`config.mk`:
```
export PLATFORM = sky130hd
export DESIGN_NAME = move_controller
export DESIGN_NICKNAME = d
export VERILOG_FILES = /design/src/rtl/move_controller.sv
export SDC_FILE = /design/constraint.sdc
export NUM_CORES = 1
export LEC_CHECK = 0
export CORE_MARGIN = 5
export CORE_UTILIZATION = 55
export CTS_BUF_LIST = sky130_fd_sc_hd__clkbuf_16
export DETAILED_ROUTE_END_ITERATION = 8
export PLACE_DENSITY = 0.85
export SETUP_SLACK_MARGIN = 0.02
export SYNTH_ARGS = -nofsm -noshare
export SYNTH_HDL_FRONTEND = slang
export SYNTH_SLANG_ARGS = --single-unit
```
`constraint.sdc`:
```
create_clock -name clk -period 4.8 [get_ports clk]
set_input_delay 0.96 -clock clk [delete_from_list [all_inputs] [get_ports clk]]
set_output_delay 0.96 -clock clk [all_outputs]
set_load 0.005 [all_outputs]
```
`src/rtl/move_controller.sv`:
```
// Connect4 (4x4) move controller: turns column selections into animated piece
// drops, owns the board/ownership vectors and alternates turns until a result.
module move_controller #(
  parameter int FALL_TICKS = 4
) (
  input  logic        clk,
  input  logic        reset,
  input  logic [1:0]  col_sel,
  input  logic        drop,
  input  logic        new_game,
  input  logic [1:0]  game_status,
  output logic [15:0] game_board,
  output logic [15:0] player_cells,
  output logic        current_player,
  output logic        anim_valid,
  output logic [1:0]  anim_row,
  output logic [1:0]  anim_col,
  output logic        col_full_err,
  output logic [4:0]  move_count,
  output logic        busy,
  output logic [2:0]  fsm_state
);

  // Handshake: a move request is the rising edge of drop while IDLE; there is
  // no ready signal, edges seen in any other state are dropped, never queued.

  typedef enum logic [2:0] {
    IDLE   = 3'd0,
    FALL   = 3'd1,
    COMMIT = 3'd2,
    SETTLE = 3'd3,
    OVER   = 3'd4
  } state_t;

  localparam logic [7:0] TICK_LAST = 8'(FALL_TICKS - 1);

  state_t      state, state_n;
  logic [15:0] board_n, cells_n;
  logic        player_n, valid_n, err_n;
  logic [1:0]  row_n, col_n, row_dn;
  logic [4:0]  count_n;
  logic [7:0]  tick, tick_n;
  logic        drop_q, drop_edge;
  logic [3:0]  cell_idx, below_idx, top_idx;

  assign drop_edge = drop & ~drop_q;
  assign row_dn    = anim_row - 2'd1;
  assign cell_idx  = {anim_row, anim_col};
  assign below_idx = {row_dn, anim_col};
  assign top_idx   = {2'b11, col_sel};
  assign busy      = (state == FALL) || (state == COMMIT) || (state == SETTLE);
  assign fsm_state = state;

  always_ff @(posedge clk) begin
    if (reset) begin
      state          <= IDLE;
      game_board     <= 16'd0;
      player_cells   <= 16'd0;
      current_player <= 1'b0;
      move_count     <= 5'd0;
      anim_valid     <= 1'b0;
      anim_row       <= 2'd0;
      anim_col       <= 2'd0;
      col_full_err   <= 1'b0;
      tick           <= 8'd0;
      drop_q         <= 1'b0;
    end else begin
      state          <= state_n;
      game_board     <= board_n;
      player_cells   <= cells_n;
      current_player <= player_n;
      move_count     <= count_n;
      anim_valid     <= valid_n;
      anim_row       <= row_n;
      anim_col       <= col_n;
      col_full_err   <= err_n;
      tick           <= tick_n;
      drop_q         <= drop;
    end
  end

  always_comb begin
    state_n  = state;
    board_n  = game_board;
    cells_n  = player_cells;
    player_n = current_player;
    count_n  = move_count;
    valid_n  = anim_valid;
    row_n    = anim_row;
    col_n    = anim_col;
    tick_n   = tick;
    err_n    = 1'b0;
    case (state)
      IDLE: begin
        if (new_game) begin
          board_n  = 16'd0;
          cells_n  = 16'd0;
          count_n  = 5'd0;
          player_n = 1'b0;
        end else if (drop_edge && game_status == 2'b00 && game_board[top_idx]) begin
          err_n = 1'b1;
        end else if (drop_edge && game_status == 2'b00) begin
          col_n   = col_sel;
          row_n   = 2'd3;
          tick_n  = 8'd0;
          valid_n = 1'b1;
          state_n = FALL;
        end else if (game_status != 2'b00) begin
          state_n = OVER;
        end
      end
      FALL: begin
        if (tick == TICK_LAST) begin
          tick_n = 8'd0;
          // Keep falling only while the cell underneath is still empty.
          if (anim_row != 2'd0 && !game_board[below_idx]) row_n = row_dn;
          else state_n = COMMIT;
        end else begin
          tick_n = tick + 8'd1;
        end
      end
      COMMIT: begin
        board_n[cell_idx] = 1'b1;
        cells_n[cell_idx] = current_player;
        count_n = (move_count == 5'd16) ? move_count : move_count + 5'd1;
        valid_n = 1'b0;
        state_n = SETTLE;
      end
      SETTLE: begin
        if (game_status != 2'b00) begin
          state_n = OVER;
        end else begin
          player_n = ~current_player;
          state_n  = IDLE;
        end
      end
      OVER: begin
        if (new_game) begin
          board_n  = 16'd0;
          cells_n  = 16'd0;
          count_n  = 5'd0;
          player_n = 1'b0;
          state_n  = IDLE;
        end
      end
      default: state_n = IDLE;
    endcase
  end

endmodule

```
==> results.toml <==
[clock_tree]
cts-resized-gates = 0
cts_root_buf = "clkbuf_16"
post_cts_buffers = 0
cts_tree = "yes"
cts_sinks = 56
cts_max_path_buffers = 2
h-tree-depth = 2
cts-hold-fix-buffers = 0
clk_pin_slew_ns = 0.07
clk_latency_ns = 0.29
cts_made_buffers = 5

[synth]
synth_seq_area_share = 0.423
async_flop_share = 0
ys_seq_elements = 56
yosys-top-cells-count = "dfxtp_1, nor2_1, a21oi_1, nand2_1, o211ai_1"
ys.flop_type = "dfxtp_1"
syn-cell-area_um2 = 2650
synthDistinctLibCells = 51
synth_area_leaders = "dfxtp_1, nor2_1, o211ai_1, a21oi_1, mux4_2"
synth_top_cell_by_area = "dfxtp_1"
yosysWarnings = 0
synth.most_common_cell = "dfxtp_1"
syn_avg_cell_area_um2 = 8.95
synth_fp_nets = 311
synth_edf_count = 0
synthCells = 296
synthDominantCellAreaShare = 0.423

[timing]
finalHoldViolations = 0
period_share = 0.619
slew_headroom = 0.336
max_slew.worst_pin.slew_ns = 0.992
clock.fmax_mhz = 337
whs_ns = 0.489
drv_slew = 0
grt_setup_unrepaired = "no"
tns_ns = 0
skew_ns = 0.00272
setup_viol = 0
min_period_ns = 2.97

[power_and_ir_drop]
p_sw_mw = 0.238
power_frac_seq = 0.517
p_clk_frac = 0.390
p_per_area_nw_per_um2 = 280
swShare = 0.253
max-vdd-ir-drop_v = 0.000248
internal-power_mw = 0.702
p_leak_nw = 1.11
pwr-share-comb = 0.094

[floorplanning]
die_x_um = 79.4
ioPinCount = 56
die-area_um2 = 6310
dieHeight_um = 79.4
core-area_um2 = 4690
initial_core_util = 0.565
std_cell_rows = 25

[setup_path]
path_class = "primary input to register"
crit_arrival_ns = 3.19
cp-start-kind = "primary input"
r2r-start = "fsm_state[1]"
cp_max_fo = 16
cp.required_ns = 5.02
critPathCaptureType = "register"
cp-startpoint = "new_game"

[routing]
drtIter0Drc = 270
antenna_left = 0
avgRoutedWirePerCell_um = 16.8
wirelength_um = 6700
num_vias = 2473
route.detailed.drc = 0
routed_via_density = 6.21
drt_pass1_iterations = 5

[final_layout]
n_antenna_cell = 0
final_layout_size_suffix_gt1_frac = 0.0785
nFillCells = 385
areaGrowthSynthToFinish_pct = 26.8
final_core_util = 0.716
finalNetCount = 358

[global_routing]
grt_max_degree = 28
antenna_found_initial = 0
grt_overflow = 0
grt_pass1_vias = 2247
grt_pass1_wl_um = 11300
grt.total_usage = 0.225

[job]
cap_violations = 0

[placed_design]
hpwl_um = 4850
port-buffer-count = 55
gp_congestion = 0.897

[hold_path]
holdCritPathClass = "register to register"
hp-start = "player_cells[12]"

[outcome]
run_status = "finished, final reports clean"
## routing by layer
layer	global-route usage	vias to the layer above	share of wire
met1	0.307	1166	0.43
met4	0.0790	0	0.016
met3	0.0418	15	0.065
li1	-	1177	-
met5	0	-	0
met2	0.357	115	0.48
## through the flow
| step | area, um^2 | worst slack (ns) | power [mW] | cells |
|---|---|---|---|---|
| after floorplan | 2650 | 2.30 | 0.550 | 296 |
| after detailed placement | 3210 | 1.60 | 0.583 | 390 |
| after global placement | 3210 | 1.62 | 0.581 | 390 |
| after global routing | 3360 | 1.59 | 0.977 | 398 |
| final | 3360 | 1.83 | 0.940 | 398 |
| after CTS | 3360 | 1.90 | 0.938 | 398 |
## critical path, cell delays in order
cell,delay (ns)
clkdlybuf4s50_1,0.53
nor2b_1,0.44
nor2_1,0.10
nor2_1,0.76
nand4_1,0.20
a21oi_1,0.20
## cell usage in the layout, fill, tap and decap left out, types with 2 or more instances in the layout
| master | instances |
|---|---|
| dfxtp_1 | 56 |
| clkdlybuf4s50_1 | 55 |
| nor2_1 | 45 |
| a21oi_1 | 23 |
| nand2_1 | 19 |
| o211ai_1 | 17 |
| a31oi_1 | 14 |
| or3_1 | 9 |
| nand4_1 | 8 |
| xor2_1 | 8 |
| ha_1 | 7 |
| nor2b_1 | 6 |
| inv_1 | 5 |
| mux4_2 | 5 |
| nand3_1 | 5 |
| clkbuf_16 | 5 |
| nor2_2 | 4 |
| o21ai_0 | 4 |
| o311ai_1 | 4 |
| and3_1 | 3 |
| nand2b_1 | 3 |
| inv_2 | 2 |
| or2_2 | 2 |
| nor3_1 | 2 |
| nor3b_1 | 2 |
| xnor2_1 | 2 |
| o221a_1 | 2 |
## state kept, by name (all words and copies together) (netlist names)
| name | cells |
|---|---|
| anim_valid | 1 |
| game_board | 16 |
| current_player | 1 |
| fsm_state | 3 |
| tick | 8 |
| move_count | 5 |
| anim_col | 2 |
| drop_q | 1 |
| anim_row | 2 |
| col_full_err | 1 |
| player_cells | 16 |
## cells by family (layout without fill, tap and decap cells)
family | count (synthesis) | in the layout | share of synthesized area
compound gates | 75 | 75 | 0.197
buf+inv | 23 | 71 | 0.0335
fa+ha+maj | 7 | 7 | 0.0330
flops | 56 | 56 | 0.423
mux | 7 | 7 | 0.0505
simple gates | 118 | 118 | 0.229
xor+xnor | 10 | 10 | 0.0331
## power groups by stage
stage	registers, mW	logic (mW)	clock network [mW]
after global placement	0.496	0.0858	0
final	0.486	0.0880	0.366
after CTS	0.485	0.0875	0.365
after detailed placement	0.496	0.0871	0
after global routing	0.487	0.0960	0.393
after floorplan	0.487	0.0637	0
## final timing paths
path         slack [ns]          endpoint  cells after the start
min reg2reg        0.49  player_cells[12]                      2
min                0.49  player_cells[12]                      2
max                1.83   player_cells[4]                      6
max reg2reg        2.22   player_cells[4]                      5
## final cells by class
type / instances / area [um^2] / share of cell area
Timing Repair Buffer: 56 / 558 / 0.166
Multi-Input combinational cell: 217 / 1440 / 0.429
Clock buffer: 5 / 125 / 0.0372
Tap cell: 54 / 67.6 / 0.0201
Sequential cell: 56 / 1120 / 0.334
Inverter: 7 / 26.3 / 0.00782
Clock inverter: 3 / 21.3 / 0.00633
(Power assumes the default switching activity.)
